==> src/rtl/wb_arb_mux_pkg.sv <==
// Shared constants for the write-back arbiter: default widths, source slots and arbitration modes.
package wb_arb_mux_pkg;

  localparam int DATAWIDTH_DEF = 16;
  localparam int ADDRW_DEF     = 4;

  localparam int SRC_ALU = 0;
  localparam int SRC_MEM = 1;
  localparam int SRC_IMM = 2;
  localparam int SRC_IO  = 3;

  localparam int ARB_FIXED = 0;
  localparam int ARB_RR    = 1;

endpackage

==> src/rtl/wb_arb_mux_rr_arbiter.sv <==
// Combinational arbiter: fixed priority from index 0, or round-robin search starting at ptr.
module rr_arbiter
  import wb_arb_mux_pkg::*;
#(
  parameter int NSRC     = 4,
  parameter int SELW     = 2,
  parameter int ARB_MODE = ARB_FIXED
) (
  input  logic [NSRC-1:0] req,
  input  logic [SELW-1:0] ptr,
  input  logic            enable,
  output logic [NSRC-1:0] gnt,
  output logic [SELW-1:0] idx
);

  localparam logic [SELW:0] NSRC_W = (SELW+1)'(NSRC);

  logic [SELW:0]   pos;
  logic [SELW-1:0] sel;
  logic            found;

  // Walk the sources once, wrapping modulo NSRC so unused index codes are never visited.
  always_comb begin
    gnt   = '0;
    idx   = '0;
    found = 1'b0;
    pos   = '0;
    sel   = '0;
    for (int i = 0; i < NSRC; i++) begin
      if (ARB_MODE == ARB_RR) begin
        pos = {1'b0, ptr} + (SELW+1)'(i);
      end else begin
        pos = (SELW+1)'(i);
      end
      if (pos >= NSRC_W) begin
        pos = pos - NSRC_W;
      end
      sel = pos[SELW-1:0];
      if (enable && !found && req[sel]) begin
        found    = 1'b1;
        gnt[sel] = 1'b1;
        idx      = sel;
      end
    end
  end

endmodule

==> src/rtl/wb_arb_mux.sv <==
// Arbitrates NSRC write-back sources onto the single regfile write port through a
// one-entry valid/ready output register.
module wb_arb_mux
  import wb_arb_mux_pkg::*;
#(
  parameter int DATAWIDTH = DATAWIDTH_DEF,
  parameter int NSRC      = 4,
  parameter int SELW      = 2,
  parameter int ADDRW     = ADDRW_DEF,
  parameter int ARB_MODE  = ARB_FIXED
) (
  input  logic                      clk,
  input  logic                      rst_n,
  input  logic [NSRC-1:0]           src_req,
  input  logic [NSRC*DATAWIDTH-1:0] src_data,
  input  logic [NSRC*ADDRW-1:0]     src_addr,
  output logic [NSRC-1:0]           src_gnt,
  output logic [SELW-1:0]           gnt_id,
  output logic                      wb_valid,
  input  logic                      wb_ready,
  output logic [ADDRW-1:0]          wb_addr,
  output logic [DATAWIDTH-1:0]      wb_data,
  output logic [SELW-1:0]           wb_src
);

  localparam logic [SELW-1:0] LAST_SRC = SELW'(NSRC - 1);

  logic            free;
  logic            arb_en;
  logic            grant;
  logic [SELW-1:0] rr_ptr;
  logic [SELW-1:0] sel;
  logic [NSRC-1:0] gnt;

  // Gating with rst_n keeps grants silent while reset is held, even mid-cycle.
  assign free   = !wb_valid || wb_ready;
  assign arb_en = rst_n && free;

  rr_arbiter #(
    .NSRC     (NSRC),
    .SELW     (SELW),
    .ARB_MODE (ARB_MODE)
  ) u_arb (
    .req    (src_req),
    .ptr    (rr_ptr),
    .enable (arb_en),
    .gnt    (gnt),
    .idx    (sel)
  );

  assign src_gnt = gnt;
  assign gnt_id  = sel;
  assign grant   = |gnt;

  // Output register: reload on grant, otherwise drain when the regfile accepts.
  always_ff @(posedge clk or negedge rst_n) begin
    if (!rst_n) begin
      wb_valid <= 1'b0;
      wb_addr  <= '0;
      wb_data  <= '0;
      wb_src   <= '0;
      rr_ptr   <= '0;
    end else if (grant) begin
      wb_valid <= 1'b1;
      wb_data  <= src_data[sel*DATAWIDTH +: DATAWIDTH];
      wb_addr  <= src_addr[sel*ADDRW +: ADDRW];
      wb_src   <= sel;
      rr_ptr   <= (sel == LAST_SRC) ? '0 : sel + 1'b1;
    end else if (wb_ready) begin
      wb_valid <= 1'b0;
    end
  end

endmodule

==> config.mk <==
export PLATFORM = sky130hd
export DESIGN_NAME = wb_arb_mux
export DESIGN_NICKNAME = d
export VERILOG_FILES = /design/src/rtl/wb_arb_mux_pkg.sv /design/src/rtl/wb_arb_mux_rr_arbiter.sv /design/src/rtl/wb_arb_mux.sv
export SDC_FILE = /design/constraint.sdc
export NUM_CORES = 1
export LEC_CHECK = 0
export CORE_ASPECT_RATIO = 1.75
export CORE_MARGIN = 2
export CORE_UTILIZATION = 43
export CTS_CLUSTER_DIAMETER = 200
export DETAILED_ROUTE_END_ITERATION = 10
export GPL_TIMING_DRIVEN = 1
export PLACE_DENSITY = 0.94
export SLEW_MARGIN = 20
export SYNTH_ARGS = -nofsm -noshare
export SYNTH_HDL_FRONTEND = slang
export SYNTH_SLANG_ARGS = --single-unit
==> constraint.sdc <==
create_clock -name clk -period 4.1 [get_ports clk]
set_clock_uncertainty 0.15 [all_clocks]
set_input_delay 0.82 -clock clk [delete_from_list [all_inputs] [get_ports clk]]
set_output_delay 0.82 -clock clk [all_outputs]
set_load 0.01 [all_outputs]
# Word level (Yosys, flattened, before mapping)
# Index checks and enable logic that the tools add are counted.
totals:
  ff_bits: 23
classes:
  shifts: 2
  muxes: 12
  n_reduce_logical: 15
ops:
  columns: ["op", "n"]
  rows:
  - ["$shiftx 64x7->16", 1]
  - ["$shiftx 16x5->4", 1]
  - ["$logic_and 1x1->1", 8]
  - ["$mux 1", 7]
  - ["$mux 2", 3]
  - ["$logic_not 1->1", 4]
  - ["$mux 4", 1]
  - ["$reduce_or 4->1", 1]
  - ["$mux 3", 1]
  - ["$reduce_bool 2->1", 1]
  - ["$logic_or 1x1->1", 1]

# Logic depth before layout (Yosys ltp)
# Gate-level depths: netlist of run 1.
depth:
  word_depth: 19
  ltp_mapped: 5
  mapped_depth_nobuf: 3

# Hierarchy
# A second synthesis of run 1 with hierarchy kept.
hier_totals:
  cells_unflattened: 91
  area_unflattened_um2: 1529.0
modules_own_cells:
  columns: ["mod", "n_inst", "cells_each", "area_per_inst_um2", "seq_area_each_um2"]
  rows:
  - ["wb_arb_mux", 1, 81, 1460.2, 625.6]
  - ["rr_arbiter", 1, 10, 68.8, 0.0]

# Worst setup path before layout of run 1
# No wires, ideal clock.
synth_timing:
  path_kind: "input to output"
  start: "input src_req[0]"
  end: "output gnt_id[1]"
  arrival_ns: 1.648
  required_ns: 3.130
  setup_slack_ns: 1.482
  path_stages: 4
  n_path_buf: 3
  path_cell_list: "buf_6 > buf_12 > buf_8 > nor4_1"
synth_via:
  elab_chain_len: 14
synth_rtl:
  columns: ["element", "line_no", "source"]
  rows:
  - ["start: declaration", "wb_arb_mux.sv:14", "input logic [NSRC-1:0] src_req,"]
  - ["$logic_and 1x1->1 *", "wb_arb_mux_rr_arbiter.sv:39", "if (enable && !found && req[sel]) begin"]
  - ["$mux 1 *", "wb_arb_mux_rr_arbiter.sv:39", null]
  - ["$logic_not 1->1", "wb_arb_mux_rr_arbiter.sv:39", null]
  - ["$logic_and 1x1->1 (2 in series)", "wb_arb_mux_rr_arbiter.sv:39", null]
  - ["$mux 1 *", "wb_arb_mux_rr_arbiter.sv:39", null]
  - ["$logic_not 1->1", "wb_arb_mux_rr_arbiter.sv:39", null]
  - ["$logic_and 1x1->1 (2 in series)", "wb_arb_mux_rr_arbiter.sv:39", null]
  - ["$mux 1", "wb_arb_mux_rr_arbiter.sv:39", null]
  - ["$logic_not 1->1", "wb_arb_mux_rr_arbiter.sv:39", null]
  - ["$logic_and 1x1->1 (2 in series)", "wb_arb_mux_rr_arbiter.sv:39", null]
  - ["$mux 2 *", "wb_arb_mux_rr_arbiter.sv:39", null]
  - ["end: declaration", "wb_arb_mux.sv:18", "output logic [SELW-1:0] gnt_id,"]
# Every way passes the cells marked *; elsewhere a longest branch is shown, timed or not.

# Worst setup path in the final report of run 1
layout_timing:
  start: "input wb_ready"
  end: "output src_gnt[0]"
layout_via:
  elab_chain_len: 7
layout_rtl:
  columns: ["element", "line_no", "source"]
  rows:
  - ["start: declaration", "wb_arb_mux.sv:20", "input logic wb_ready,"]
  - ["$logic_or 1x1->1", "wb_arb_mux.sv:36", "assign free = !wb_valid || wb_ready;"]
  - ["$logic_and 1x1->1", "wb_arb_mux.sv:37", "assign arb_en = rst_n && free;"]
  - ["$logic_and 1x1->1", "wb_arb_mux_rr_arbiter.sv:39", null]
  - ["$mux 1", "wb_arb_mux_rr_arbiter.sv:39", null]
  - ["$mux 2", "wb_arb_mux_rr_arbiter.sv:39", null]
  - ["$mux 3", "wb_arb_mux_rr_arbiter.sv:39", null]
  - ["$mux 4", "wb_arb_mux_rr_arbiter.sv:39", null]
  - ["end: declaration", "wb_arb_mux.sv:17", "output logic [NSRC-1:0] src_gnt,"]
# No other way between the ends.

==> results.md, run 1 <==
- Status: completed
- # placed instances: 341
- Post-DR wirelength/cell: 19.2 um
- Number of buffer and inverter instances along the worst setup path: 3
- Delay-heaviest family, CP: buffers and inverters
- Netlist cell types: 30
- Largest stage delay on the critical path: 0.55 ns
- Max stage delay cell, worst path: clkdlybuf4s50_1
- Clock-pin transition on the worst setup and hold timing paths: 0.08 ns
- Number of pins with negative max-slew slack in the final report: 0
- Routed wire length: 6.63 mm
- First-pass GRT wire length: 10.5 mm
- Post-detailed-placement half-perimeter wirelength: 4.78 mm
- Least-Margin Pin Slew: 1.04 ns
- Met3 layer usage reported by global route: 2.53%
- Crit path capture type: output port
- Most numerous cell on the critical path: clkdlybuf4s50_1
- Top-level I/O count: 116
- Count of flip-flops with a built-in enable after synthesis: 0
- Initial Utilization: 43.8%
- Arrival time of data at the critical path endpoint: 2.51 ns
- Most area-consuming cells after synthesis: dfrtp_1 (27%), a221oi_2 (14%), o211ai_2 (12%)
- Setup bufs post-CTS: 0
- Reg2Reg Depth: 3
- Max rail drop VDD: 0.187 mV
- Synth area leader: dfrtp_1
- Maximum buffer depth of the clock tree: 2
- Number of rows created at floorplan: 34
- Number of global-route vias before repair: 2,162
- Hold Fails Final Rpt: 0
- Synthesized instance count: 195
- Netlist Area Pre-Place: 0.00214 mm^2
- CTS tree: yes
- CORE AREA: 0.00489 mm^2
- Flops & latches, synth: 23
- TritonCTS Buffers: 3
- Per-instance average area after synthesis: 11.0 um^2
- Series of cell instances along the critical path: clkdlybuf4s50_1, nand2b_2, buf_4, and3_1, clkdlybuf4s50_1
- Number of cells upsized or downsized after cts: 0
- Portion of the post-synthesis area used by sequential elements: 26.8%
- DR vias: 2,131
- Met2 track utilization from global routing: 41.5%
- Nets: 380
- Unrepaired setup endpoints after global routing: no
- Startpoint of the most critical register-to-register path: wb_valid
- Area growth, synth to finish: 45.4%
- Number of levels in the clock H-tree: 1
- Clock latency on the worst-skew pair: 0.26 ns
- Cts hold-fix bufs: 0
- DR vias/cell: 6.16
- Stages on the worst setup path: 5
- Kind of start point of the critical path: input pin
- # diodes: 0
- Worst Path Required: 3.13 ns
- Sink count of the clock tree: 23
- 1st-pass router iterations: 5
- Violation count after the first detailed-route iteration: 57
- Fraction of met1 tracks used by global routing: 27.5%
- Overall die area: 0.00559 mm^2
- Residual overflow from global routing: 0
- Count of port buffers added during placement: 115
- Overall Power: 0.790 mW
- Final setup viols: 0
- Total nets after synthesis: 282
- Maximum capacitance violations: 0
- Number of non-filler instances in the completed layout: 346
- Antenna violations before repair: 0
- Global placement routability congestion: 0.803
- Crit Path Category: input pin to output port
- Maximum frequency from static timing analysis: 0.288 GHz
- Critical-path maximum fanout: 28
- Share of flip-flops with an asynchronous set or reset: 100%
- Most frequent cell after synthesis: dfrtp_1
- Pin count of the biggest net entering global routing: 60
- Number of warnings printed during yosys synthesis: 0
- Routing layer with the top usage in global route: met2
- DRC errors left: 0
- Crit path from: wb_ready
- Top cell type's share of synthesized area: 26.8%
- Power per Cell Area: 253 mW/mm^2
- Remaining antenna violation count after routing: 0
- Width of the die: 57.4 um
- Class of the most critical hold timing path: input pin to async pin
- Root buffer cell: clkbuf_8
- Share of cells above drive strength 1: 21.6%
- Leakage Power: 1.19 nW
- Total track usage: 23.5%
- Max_slew headroom: 30.6%
- Crit share post-route: 84.8%
- Min Clock Period, post-route: 3.48 ns
- Vert. Die Dim: 97.4 um
- Flip-flop cell with the highest count after synthesis: dfrtp_1
- Final setup TNS: 0 ns
==> path summary, 6_finish.rpt <==
check                             end  slack (ns)
max                        src_gnt[0]        0.62
min                        wb_addr[2]        0.25
max reg2reg                 wb_src[0]        2.16
min reg2reg                 wb_src[1]        0.36
max in group asynchronous  wb_data[1]        2.69
min in group clk            wb_src[1]        0.36
==> stage by stage <==
step / utilization, % / cell area, um^2 / setup WS (ns) / hold WS, ns
2_1_floorplan: - / 2140 / 1.48 / 0.374
3_3_place_gp: 62.5 / 3060 / 0.656 / 0.332
3_5_place_dp: 62.5 / 3060 / 0.634 / 0.335
4_1_cts: 63.5 / 3110 / 0.631 / 0.253
5_1_grt: 63.8 / 3120 / 0.576 / 0.246
6_report: 63.8 / 3120 / 0.623 / 0.250
==> registers in the layout, summed over array words and instances, names as in the netlist <==
register / flops
wb_addr: 4
wb_valid: 1
wb_src: 2
wb_data: 16
==> area by class of cell <==
type	count	area, um^2
fillers	403	1770
multi-input cells	141	1230
well taps	54	67.6
repair buffers	121	1190
flip-flops and latches	23	576
clock inverters	1	5.00
clock buffers	3	41.3
inverters	3	11.3
==> worst register-to-register path, delay by kind of cell (launching register included) <==
kind / cells / cell delay, ns
flops: 1 / 0.40
simple gates: 1 / 0.85
compound gates: 2 / 0.45
==> logic make-up after synthesis <==
logic type / share of synthesized area (%)
compound gates: 34.5
buf+inv: 16.0
flops: 26.8
simple gates: 22.6
==> power breakdown <==
part	switching, mW	internal [mW]
Sequential	0.0225	0.264
Combinational	0.153	0.204
Clock	0.0791	0.0679
Total	0.254	0.536
==> metal layers <==
layer	vias to the layer above	routed length (um)
li1	979	-
met1	1025	2390
met2	107	3650
met3	20	366
met4	0	229
met5	-	0
==> cell usage in the layout (no fill, tap or decap), types with 2 or more instances in the layout <==
| cell type | n |
|---|---|
| o31ai_1 | 20 |
| dfrtp_1 | 23 |
| o211ai_2 | 20 |
| buf_4 | 5 |
| and3_1 | 2 |
| nor4_1 | 2 |
| inv_1 | 3 |
| nand3_1 | 20 |
| nand2b_1 | 15 |
| buf_2 | 3 |
| nand4_1 | 20 |
| or2b_2 | 5 |
| nor3_1 | 3 |
| clkdlybuf4s50_1 | 112 |
| a21oi_1 | 2 |
| a221oi_2 | 20 |
| clkbuf_8 | 4 |
| nor2_1 | 2 |
(Power assumes the default switching activity.)
==> run 2, diff against run 1 <==
Settings changed: CORE_UTILIZATION 43 to 40, PLACE_DENSITY 0.94 to 0.89.
Clock period 4.1 ns to 3.2 ns, I/O delays scaled along.
==> run 2 against run 1 <==
- worst setup slack lost 0.41 ns
- first-iteration DRC count increased by 39%
- hold slack lost 0.16 ns
==> results.md, run 2 (synthesis gave the netlist of run 1 again) <==
- Worst Slack Setup Final: 0.210 ns (-0.413 ns)
- Number of global-route vias before repair: 2,106 (-2.6%)
- Leakage Power: 1.23 nW (+3.3%)
- CTS tree: yes
- Global placement routability congestion: 0.817 (+1.7%)
- Worst reg-to-reg setup slack: 1.73 ns (-0.43 ns)
- Max rail drop VDD: 0.175 mV (-6.2%)
- Root buffer cell: clkbuf_8
- CORE AREA: 0.00521 mm^2 (+6.5%)
- Maximum capacitance violations: 0 (unchanged)
- Routed wire length: 6.55 mm (-1.2%)
- Crit Path Category: input pin to output port
- Most common cell after layout, fill and taps aside: clkdlybuf4s50_1
- Sequential cell area: 576 um^2 (unchanged)
- Antenna violations before repair: 0 (unchanged)
- # diodes: 0 (unchanged)
- Clock-pin transition on the worst setup and hold timing paths: 0.08 ns (about the same)
- Number of cells upsized or downsized after cts: 0 (unchanged)
- 1st-pass router iterations: 4 (-1)
- Largest stage delay on the critical path: 0.57 ns (+0.02 ns)
- Unrepaired setup endpoints after global routing: no
- Vert. Die Dim: 101 um (+3.5%)
- Initial Utilization: 41.2% (-2.7 points)
- Max stage delay cell, worst path: clkdlybuf4s50_1
- Area growth, synth to finish: 48.2%
- Number of buffer and inverter instances along the worst setup path: 2 (-1)
- Post-placement cell area: 0.00313 mm^2 (+2.4%)
- Width of the die: 59.4 um (+3.4%)
- Core Util, Final: 61.0% (-2.8 points)
- Sink count of the clock tree: 23 (unchanged)
- Power per Cell Area: 319 mW/mm^2 (+26%)
- Maximum frequency from static timing analysis: 0.334 GHz
- DR vias/cell: 5.94 (-3.5%)
- Violation count after the first detailed-route iteration: 79 (+39%)
- TritonCTS Buffers: 3 (unchanged)
- Nets: 389 (+2.4%)
- Status: completed
- Commonest cells after routing, fill and taps aside: clkdlybuf4s50_1 (112), dfrtp_1 (23)
- Pin count of the biggest net entering global routing: 56 (-6.7%)
- Reg2Reg Depth: 4 (+1)
- Crit path from: wb_ready
- Final setup viols: 0 (unchanged)
- DR vias: 2,116 (-0.70%)
- Series of cell instances along the critical path: clkdlybuf4s50_1, nand2b_1, nand2_1, nor4_1, clkdlybuf4s50_1
- Count of port buffers added during placement: 115 (unchanged)
- Hold Fails Final Rpt: 0 (unchanged)
- Register with the most flip-flops: wb_data
- CP endpoint: gnt_id[1]
- Cts hold-fix bufs: 0 (unchanged)
- Crit share post-route: 93.4%
- Worst Path Required: 2.41 ns (-0.72 ns)
- Pre-CTS setup slack: 0.194 ns (-0.440 ns)
- Biggest regs: wb_data: 16 flops, wb_addr: 4 flops, wb_src: 2 flops
- Most numerous cell on the critical path: clkdlybuf4s50_1
- Number of pins with negative max-slew slack in the final report: 0 (unchanged)
- Final setup TNS: 0 ns (unchanged)
- Overall Power: 1.01 mW (+28%)
- Least-Margin Pin Slew: 0.804 ns (-0.233 ns)
- Clock latency on the worst-skew pair: 0.26 ns (about the same)
- DRC errors left: 0 (unchanged)
- Number of filler instances in the final layout: 447 (+11%)
- Number of flip-flops under the largest register name: 16 (unchanged)
- Class of the most critical hold timing path: input pin to async pin
- Arrival time of data at the critical path endpoint: 2.20 ns (-0.31 ns)
- Share of cells above drive strength 1: 23.3% (+1.7 points)
- Min Clock Period, post-route: 2.99 ns
- Post-DR wirelength/cell: 18.4 um (-4.0%)
- Setup bufs post-CTS: 0 (unchanged)
- Number of rows created at floorplan: 35 (+2.9%)
- Number of levels in the clock H-tree: 1 (unchanged)
- Startpoint of the most critical register-to-register path: wb_valid
- Crit path capture type: output port
- Post-layout instance area: 0.00318 mm^2 (+1.9%)
- Remaining antenna violation count after routing: 0 (unchanged)
- Kind of start point of the critical path: input pin
- Total track usage: 22.0% (-1.6 points)
- Stages on the worst setup path: 5 (unchanged)
- Maximum buffer depth of the clock tree: 2 (unchanged)
- Area used by multi-input combinational logic: 0.00123 mm^2 (-0.20%)
- Critical-path maximum fanout: 5 (-82%)
- Delay-heaviest family, CP: buffers and inverters
- First-pass GRT wire length: 10.1 mm (-4.3%)
- Top-level I/O count: 116 (unchanged)
- Post-detailed-placement half-perimeter wirelength: 4.86 mm (+1.7%)
- Worst R2R End: wb_data[6]
- Max_slew headroom: 46.3% (+16 points)
- Overall die area: 0.00599 mm^2 (+7.1%)
- Residual overflow from global routing: 0 (unchanged)
run 2: cell count changes in the layout (fill, tap and decap cells not counted), sizes merged:
cell,previous run,this run
clkinv,1,0
buf,8,18
run 2: through the flow:
step | cells | hold slack (ns)
floorplan | 195 | 0.194
detailed placement | 352 | 0.342
global route | 356 | 0.0837
finish | 356 | 0.0882
CTS | 356 | 0.0825
global placement | 352 | 0.339
run 2: report_power, final:
part           switching, mW  internal (mW)
registers             0.0270          0.338
clock network         0.0942         0.0888
logic                  0.195          0.269
total                  0.316          0.696
run 2: metal layers:
layer	up-vias	GRT usage, %	routed length [um]
met2	66	43.8	3870
li1	996	-	-
met3	4	1.67	232
met5	-	0	0
met4	0	6.29	51
met1	1050	23.0	2390
run 2: how the worst min path moves through the flow:
stage	start	to	slack, ns	cells after the start
4_1_cts	rst_n	wb_addr[1]	0.08	1
3_5_place_dp	wb_src[1]	wb_src[1]	0.34	1
5_1_grt	rst_n	wb_addr[1]	0.08	1
3_3_place_gp	wb_src[1]	wb_src[1]	0.34	1
6_report	rst_n	wb_addr[1]	0.09	1
2_1_floorplan	rst_n	wb_addr[0]	0.19	0
run 2: final cells by class:
class / count / share of cell area, %
Timing Repair Buffer: 130 / 39.3
Multi-Input combinational cell: 141 / 38.7
Sequential cell: 23 / 18.1
Tap cell: 55 / 2.17
Clock buffer: 4 / 1.42
Inverter: 3 / 0.354
==> run 3, diff against run 2 <==
Settings changed: CAP_MARGIN set to 20, CORE_MARGIN 2 to 4.
==> run 3 against run 2 <==
- clock power grew 2%
- non-clock buffer count down 2
- global-route usage fell by 2.0 points
- critical endpoint unchanged
- largest cell class is now multi-input combinational cells
- largest power group unchanged
- highest routed layer unchanged
==> results.md, run 3 (synthesis gave the netlist of run 1 again) <==
- Status: completed
- Number of rows created at floorplan: 35 (unchanged)
- Leakage Power: 1.22 nW (-0.52%)
- Max_slew headroom: 48.1% (+1.8 points)
- TritonCTS Buffers: 3 (unchanged)
- Clock latency on the worst-skew pair: 0.26 ns (about the same)
- Antenna violations before repair: 0 (unchanged)
- Share of cells above drive strength 1: 23.4% (+0.16 points)
- Clock group share of total power: 18.5% (+0.4 points)
- Sink count of the clock tree: 23 (unchanged)
- Most numerous cell on the critical path: clkdlybuf4s50_1
- Number of pins with negative max-slew slack in the final report: 0 (unchanged)
- Clock-pin transition on the worst setup and hold timing paths: 0.09 ns (about the same)
- Worst Slack Setup Final: 0.111 ns (-0.0997 ns)
- Number of buffer and inverter instances along the worst setup path: 2 (unchanged)
- Post-layout instance area: 0.00317 mm^2 (-0.24%)
- Hold Fails Final Rpt: 0 (unchanged)
- Series of cell instances along the critical path: clkdlybuf4s50_1, nand2b_1, nand2_1, nor4_2, clkdlybuf4s50_1
- Unrepaired setup endpoints after global routing: no
- Overall die area: 0.00664 mm^2 (+11%)
- Kind of start point of the critical path: input pin
- Switching Fraction: 31.8% (+0.50 points)
- Most common cell after layout, fill and taps aside: clkdlybuf4s50_1
- Top-level I/O count: 116 (unchanged)
- Post-DR wirelength/cell: 18.9 um (+2.5%)
- Routed wire length: 6.67 mm (+1.9%)
- Cts hold-fix bufs: 0 (unchanged)
- Maximum capacitance violations: 0 (unchanged)
- Nets: 387 (-0.51%)
- Count of port buffers added during placement: 115 (unchanged)
- Final setup TNS: 0 ns (unchanged)
- DRC errors left: 0 (unchanged)
- Width of the die: 63.4 um (+6.7%)
- Pin count of the biggest net entering global routing: 53 (-5.4%)
- DR vias/cell: 5.91 (-0.58%)
- Root buffer cell: clkbuf_8
- Vert. Die Dim: 105 um (+4.0%)
- 1st-pass router iterations: 4 (unchanged)
- Register with the most flip-flops: wb_data
- Crit path capture type: output port
- Crit Path Category: input pin to output port
- Setup bufs post-CTS: 0 (unchanged)
- Number of flip-flops under the largest register name: 16 (unchanged)
- Residual overflow from global routing: 0 (unchanged)
- Remaining antenna violation count after routing: 0 (unchanged)
- DR vias: 2,092 (-1.1%)
- Hold Worst Slack: 0.0592 ns (-0.0290 ns)
- First-pass GRT wire length: 10.8 mm (+7.3%)
- Largest stage delay on the critical path: 0.59 ns (+0.02 ns)
- Delay-heaviest family, CP: buffers and inverters
- Max rail drop VDD: 0.162 mV (-7.7%)
- Arrival time of data at the critical path endpoint: 2.30 ns (+0.10 ns)
- Number of levels in the clock H-tree: 1 (unchanged)
- Global placement routability congestion: 0.741 (-9.2%)
- Critical-path maximum fanout: 5 (unchanged)
- CORE AREA: 0.00526 mm^2 (+0.84%)
- Number of global-route vias before repair: 2,285 (+8.5%)
- Post-detailed-placement half-perimeter wirelength: 4.99 mm (+2.5%)
- Crit share post-route: 96.5% (+3.1 points)
- Biggest regs: wb_data: 16 flops, wb_addr: 4 flops, wb_src: 2 flops
- Overall Power: 1.01 mW (+0.16%)
- Seq pwr share: 36.0% (about the same)
- Worst Path Required: 2.41 ns (about the same)
- Max stage delay cell, worst path: clkdlybuf4s50_1
- Power per Cell Area: 320 mW/mm^2 (+0.40%)
- CTS tree: yes
- Number of non-filler instances in the completed layout: 354 (-0.56%)
- Share of power burned in combinational logic: 45.5% (-0.4 points)
- Area growth, synth to finish: 47.8%
- Maximum frequency from static timing analysis: 0.324 GHz (-3.2%)
- Commonest cells after routing, fill and taps aside: clkdlybuf4s50_1 (112), dfrtp_1 (23)
- Core Util, Final: 60.3% (-0.65 points)
- Class of the most critical hold timing path: input pin to async pin
- Final setup viols: 0 (unchanged)
- Net switching power: 0.322 mW (+1.8%)
- Post-placement cell area: 0.00312 mm^2 (-0.48%)
- Maximum buffer depth of the clock tree: 2 (unchanged)
- Violation count after the first detailed-route iteration: 78 (-1.3%)
- # placed instances: 350 (-0.57%)
- Least-Margin Pin Slew: 0.777 ns (-0.0268 ns)
- Total track usage: 19.9% (-2.0 points)
- Internal power contribution: 0.692 mW (-0.57%)
- Initial Utilization: 40.8% (-0.34 points)
- # diodes: 0 (unchanged)
- Pre-CTS setup slack: 0.111 ns (-0.0827 ns)
- Min Clock Period, post-route: 3.09 ns (+0.0997 ns)
run 3: changes by cell type in the layout (fill, tap and decap cells not counted), sizes merged:
| cell | previous run | this run |
|---|---|---|
| buf | 18 | 16 |
| clkbuf | 4 | 3 |
| clkinv | 0 | 1 |
run 3: repair_timing:
action / in CTS / in global routing
hold endpoints to repair: 0 / 0
setup endpoints to repair: 0 / 1
resized for setup: 0 / 1
run 3: metal layers:
layer  part of all wire (%)  vias to the layer above  GRT usage (%)  routed length, um
met5                      0                        -              0                  0
met4                    1.5                        0           6.18                102
met3                    4.2                        6           2.37                279
met2                     58                       65           39.9               3880
met1                     36                     1025           20.5               2420
li1                       -                      996              -                  -
run 3: power by group through the flow:
stage | clock network (mW) | registers [mW] | logic, mW
4_1_cts | 0.195 | 0.365 | 0.467
5_1_grt | 0.204 | 0.371 | 0.496
3_3_place_gp | 0 | 0.368 | 0.456
6_report | 0.187 | 0.365 | 0.462
2_1_floorplan | 0 | 0.391 | 0.211
3_5_place_dp | 0 | 0.371 | 0.465
run 3: worst paths after layout:
check / startpoint / end / slack, ns / depth (start not counted)
max: wb_ready / gnt_id[1] / 0.11 / 5
max in group asynchronous: rst_n / wb_addr[3] / 2.04 / 2
min reg2reg: wb_src[1] / wb_src[1] / 0.35 / 1
min in group clk: wb_src[1] / wb_src[1] / 0.35 / 1
max reg2reg: wb_valid / wb_data[9] / 1.68 / 4
min: rst_n / wb_addr[2] / 0.06 / 1
run 3: final cells by class:
cell class                 instances  area (um^2)
tap                               55         68.8
inverter                           3         11.3
sequential                        23          576
clock inverter                     1         5.00
multi-input combinational        141         1230
timing repair buffer             128         1230
clock buffer                       3         41.3
fill                             442         2080
run 3: worst reg2reg max path, cell delays in order (launching register included):
cell	delay, ns
dfrtp_1	0.41
nor2b_2	0.16
buf_4	0.21
o31ai_1	0.33
o211ai_2	0.14
==> RTL edit 1 (flow settings as in run 3) <==
`NSRC` is set to 4 in 2 places; all go to 5.
--- a/src/rtl/wb_arb_mux_rr_arbiter.sv
+++ b/src/rtl/wb_arb_mux_rr_arbiter.sv
@@ -3,5 +3,5 @@
   import wb_arb_mux_pkg::*;
 #(
-  parameter int NSRC     = 4,
+  parameter int NSRC     = 5,
   parameter int SELW     = 2,
   parameter int ARB_MODE = ARB_FIXED
--- a/src/rtl/wb_arb_mux.sv
+++ b/src/rtl/wb_arb_mux.sv
@@ -5,5 +5,5 @@
 #(
   parameter int DATAWIDTH = DATAWIDTH_DEF,
-  parameter int NSRC      = 4,
+  parameter int NSRC      = 5,
   parameter int SELW      = 2,
   parameter int ADDRW     = ADDRW_DEF,
Ports: changed (resized src_addr, src_data, src_gnt and src_req); port bits go from 116 to 138. No check against the original RTL was run, so the function may have changed too.
==> RTL edit 1 against run 3 <==
Sequential cell count stayed put; total power is 2.6% lower; setup slack hardly changed; first-iteration DRC count is 45% lower; wire length is 1.7% lower; cell area is 3.7% lower; area after synthesis is 14% lower; critical endpoint unchanged; largest power group unchanged.
==> RTL edit 1: results (changes against run 3) <==
Run status
  – Result of the run: complete, no violations (unchanged)

Place
  – Placement Cell Area: 3010 µm² (was 3120 µm²)
  – Number of cells in the design after placement: 372 (was 350)
  – GP Congestion: 0.831 (was 0.741)
  – Port bufs: 115 (unchanged)
  – HPWL after detailed placement: 5100 µm (was 4990 µm)

Yosys
  – Dominant synthesized flop cell: dfrtp_1 (unchanged)
  – Distinct cell type count of the synthesized netlist: 27 (was 30)
  – Share of async-settable or async-resettable flops after synthesis: 100% (unchanged)
  – Mapped Nets: 324 (was 282)
  – Gate count after technology mapping: 216 (was 195)
  – Register area share after synthesis: 31.2% (was 26.8%)
  – Most frequent cells after synthesis: dfrtp_1 (23), a21oi_1 (22), inv_1 (22)
  – Top cells by area, synth: dfrtp_1 (31%), a22o_1 (9.5%), nand3b_1 (8.1%), o211ai_1 (8.1%), o31ai_1 (8.1%) (was dfrtp_1 (27%), a221oi_2 (14%), o211ai_2 (12%), o31ai_1 (7.0%), clkbuf_8 (6.4%))
  – Yosys warns: 0 (unchanged)

Global routing
  – Initial antenna violation count: 0 (unchanged)
  – First-pass GRT wire length: 9830 µm (was 10800 µm)
  – Overall global routing resource usage: 21.5% (was 19.9%)
  – Vias in the first global route: 2072 (was 2285)
  – Pin count of the biggest net entering global routing: 29 (was 53)

Worst setup path
  – Data arrival time at the worst-slack endpoint: 2.30 ns (about the same)
  – Launch point of the critical path: src_req[2] (was wb_ready)
  – Worst-path fanout max: 6 (was 5)
  – Kind of start point of the critical path: input pin (unchanged)
  – R2R setup slack: 1.68 ns (about the same)
  – Worst flop-to-flop path startpoint: wb_valid$_DFFE_PN0P_ (unchanged)

Timing
  – Final WS setup: 0.110 ns (was 0.111 ns)
  – Final max-slew violation count: 0 (unchanged)
  – Final setup violation count: 0 (unchanged)
  – Worst hold slack across all endpoints: 0.0422 ns (was 0.0592 ns)
  – Count of endpoints failing hold in the final timing report: 0 (unchanged)

Drt
  – Pre-Repair DR Iteration Count: 4 (unchanged)
  – DRT Wirelength: 6560 µm (was 6670 µm)
  – DR vias: 2248 (was 2092)
  – Routed len/inst: 17.4 µm (was 18.9 µm)
  – 1st-iter DRT viols: 43 (was 78)

CTS
  – Deepest clock path buffer count: 2 (unchanged)
  – CTS H-Tree Depth: 1 (unchanged)
  – Skew-Pair Late Insertion Delay: ~0.27 ns
  – Clock Tree Root: clkbuf_8 (unchanged)
  – Clock input transition at the sequential cells of the worst setup and hold paths: 0.08 ns
  – Number of buffers added by the clock tree synthesis step: 3 (unchanged)

Layout
  – Area added between synthesis and finish: 65.5% (was 47.8%)
  – Number of fillers in the final layout: 356 (was 442)
  – Largest registers in the final layout: wb_data: 16 flops, wb_addr: 4 flops, wb_src: 2 flops (unchanged)
  – Layout cell share with drive strength beyond 1: 8.00% (was 23.4%)
  – Ant. Diodes: 0 (unchanged)
  – NumNets Final: 434 (was 387)

Worst hold path
  – Tightest Hold Check Type: input pin to async pin (unchanged)

Pwr
  – Leakage dissipation: 1.26 nW (was 1.22 nW)
  – Maximum VDD drop: 0.281 mV (was 0.162 mV)
  – Switching share of power: 30.7% (was 31.8%)
RTL edit 1: critical path, cell delays in order:
cell	delay, ns
clkdlybuf4s50_1	0.61
nor2_1	0.09
nor3_1	0.21
and2_1	0.17
clkdlybuf4s50_1	0.58
RTL edit 1: logic make-up after synthesis:
group	count (synthesis)	synth area share (%)
flip-flops	23	31.2
AO/OA/AOI/OAI	85	32.9
other	1	0.203
AND/OR/NAND/NOR	56	21.3
buffers and inverters	51	14.4
RTL edit 1: path summary, 6_finish.rpt:
| kind | to | depth (start not counted) |
|---|---|---|
| setup / recovery | gnt_id[1] | 5 |
| hold / removal | wb_src[1]$_DFFE_PN0P_ | 1 |
| setup reg to reg | wb_data[5]$_DFFE_PN0P_ | 4 |
| hold reg to reg | wb_src[1]$_DFFE_PN0P_ | 1 |
| max in group asynchronous | wb_data[8]$_DFFE_PN0P_ | 2 |
| min in group clk | wb_src[1]$_DFFE_PN0P_ | 1 |
RTL edit 1: final cells by class:
cell class                      instances  area share, %
Clock buffer                            4           1.47
Inverter                               23           2.83
Multi-Input combinational cell        142           32.9
Sequential cell                        23           18.8
Tap cell                               51           2.09
Timing Repair Buffer                  133           41.9
RTL edit 1: what timing repair did:
action,in CTS,in global routing
resized for setup,0,1
setup endpoints to repair,0,1
buffers inserted,0,0
RTL edit 1: metal layers:
| layer | GRT usage (%) | wire, µm |
|---|---|---|
| met4 | 12.4 | 303 |
| met3 | 1.72 | 427 |
| met1 | 25.7 | 2420 |
| met5 | 0 | 0 |
| met2 | 36.1 | 3410 |
RTL edit 1: power by group through the flow:
| stage | logic (mW) | clock network (mW) | registers [mW] |
|---|---|---|---|
| 3_5_place_dp | 0.431 | 0 | 0.372 |
| 3_3_place_gp | 0.421 | 0 | 0.369 |
| 5_1_grt | 0.460 | 0.198 | 0.371 |
| 4_1_cts | 0.432 | 0.188 | 0.366 |
| 6_report | 0.433 | 0.188 | 0.366 |
| 2_1_floorplan | 0.156 | 0 | 0.391 |
==> RTL edit 2 (settings of run 3) <==
Made on the original files. Make the reset (`rst_n`) synchronous in one clocked block.
--- a/src/rtl/wb_arb_mux.sv
+++ b/src/rtl/wb_arb_mux.sv
@@ -54,5 +54,5 @@
 
   // Output register: reload on grant, otherwise drain when the regfile accepts.
-  always_ff @(posedge clk or negedge rst_n) begin
+  always_ff @(posedge clk) begin
     if (!rst_n) begin
       wb_valid <= 1'b0;
Check against the original RTL: differs if rst_n is asserted again (counterexample within 4 cycles, from zero or initial values and one cycle with rst_n low); with rst_n held inactive, the same outputs for 10 cycles.
==> RTL edit 2 against run 3 <==
Non-clock buffer count up 2; setup slack worse by 0.018 ns; cell count rose by 3.7%; wire length fell by 9.4%; area after synthesis shrank 26%; sequential cell count is the same; total power is 17% lower; synthesized cell count rose by 4.1%; cell area shrank 9.4%.
==> RTL edit 2: results (changes against run 3) <==
Pwr
  – Leakage dissipation: 1.19 nW (was 1.22 nW)
  – Maximum VDD drop: 0.228 mV (was 0.162 mV)

CTS
  – Number of gates given a new drive strength after cts: 0 (unchanged)
  – Post-CTS repair timing setup buffer count: 0 (unchanged)
  – Number of buffers added by the clock tree synthesis step: 3 (unchanged)
  – Clock input transition at the sequential cells of the worst setup and hold paths: 0.09 ns (about the same)

Worst setup path
  – Worst-path fanout max: 2 (was 5)
  – Data arrival time at the worst-slack endpoint: 2.32 ns (was 2.30 ns)

Drt
  – DRT Wirelength: 6050 µm (was 6670 µm)
  – 1st-iter DRT viols: 86 (was 78)
  – Routed len/inst: 16.5 µm (was 18.9 µm)
  – Detail-routed via count per cell: 5.49 (was 5.91)
  – Pre-Repair DR Iteration Count: 4 (unchanged)

Layout
  – Number of fillers in the final layout: 283 (was 442)
  – Layout cell share with drive strength beyond 1: 8.46% (was 23.4%)
  – NumNets Final: 407 (was 387)
  – Ant. Diodes: 0 (unchanged)

Yosys
  – Distinct cell type count of the synthesized netlist: 29 (was 30)
  – Register area share after synthesis: 29.0% (was 26.8%)
  – Mapped Nets: 290 (was 282)
  – Share of async-settable or async-resettable flops after synthesis: 0% (was 100%)
  – Dominant synthesized flop cell: dfxtp_1 (was dfrtp_1)
  – Top cells by area, synth: dfxtp_1 (29%), a32o_1 (6.9%), mux2i_1 (5.7%), inv_1 (5.2%), o211ai_1 (5.2%) (was dfrtp_1 (27%), a221oi_2 (14%), o211ai_2 (12%), o31ai_1 (7.0%), clkbuf_8 (6.4%))
  – Gate count after technology mapping: 203 (was 195)

Place
  – Placement Cell Area: 2830 µm² (was 3120 µm²)
  – Port bufs: 115 (unchanged)
  – GP Congestion: 0.966 (was 0.741)
  – Number of cells in the design after placement: 363 (was 350)
  – Worst slack at placement: 0.0994 ns (was 0.111 ns)
  – HPWL after detailed placement: 4890 µm (was 4990 µm)

Global routing
  – Pin count of the biggest net entering global routing: 21 (was 53)
  – Vias in the first global route: 2019 (was 2285)
  – First-pass GRT wire length: 9470 µm (was 10800 µm)
  – Initial antenna violation count: 0 (unchanged)
  – Overall global routing resource usage: 23.4% (was 19.9%)

Run status
  – Result of the run: complete, no violations (unchanged)

Timing
  – Actual transition at the worst max-transition pin: 0.774 ns (was 0.777 ns)
  – Final max-slew violation count: 0 (unchanged)

Worst hold path
  – Tightest Hold Check Type: flop to flop (was input pin to async pin)
## RTL edit 2: critical path: stages
cell             delay [ns]
clkdlybuf4s50_1        0.41
nand2b_1               0.17
a2111o_1               0.48
inv_1                  0.08
clkdlybuf4s50_1        0.53
## RTL edit 2: per-layer routing
layer,vias to the layer above,part of all wire [%],track usage [%]
met4,0,3.1,11.2
met5,-,0,0
met3,14,11,9.10
li1,974,-,-
met2,107,51,42.5
met1,920,34,22.4
## RTL edit 2: area by class of cell
class | instances | area (µm²) | share of cell area, %
clock buffer | 3 | 41.3 | 1.44
clock inverter | 1 | 5.00 | 0.174
inverter | 23 | 86.3 | 3.01
multi-input combinational | 139 | 960 | 33.4
sequential | 23 | 460 | 16.0
tap | 48 | 60.1 | 2.09
timing repair buffer | 130 | 1260 | 43.8
## RTL edit 2: worst paths after layout
path,start,endpoint,slack [ns],depth (start not counted)
worst min-delay path,wb_data[10]$_SDFFE_PN0P_,wb_data[10]$_SDFFE_PN0P_,0.32,1
worst max-delay path,src_req[2],gnt_id[0],0.09,5
worst min register to register,wb_data[10]$_SDFFE_PN0P_,wb_data[10]$_SDFFE_PN0P_,0.32,1
worst max register to register,wb_valid$_SDFFE_PN0P_,wb_data[15]$_SDFFE_PN0P_,1.37,5
## RTL edit 2: power by group
group | total, mW | switching, mW | internal [mW]
logic | 0.332 | 0.128 | 0.204
clock network | 0.186 | 0.0990 | 0.0870
registers | 0.327 | 0.0137 | 0.313
## RTL edit 2: logic make-up (layout without fill, tap and decap cells)
family                 count (synthesis)  after routing  share of synthesized area [%]
DFF                                   23             23                           29.0
and+or+nand+nor                       53             53                           18.2
buffers and inverters                 41            157                           11.0
AOI/OAI and AO/OA                     77             77                           36.2
muxes                                  9              9                           5.67
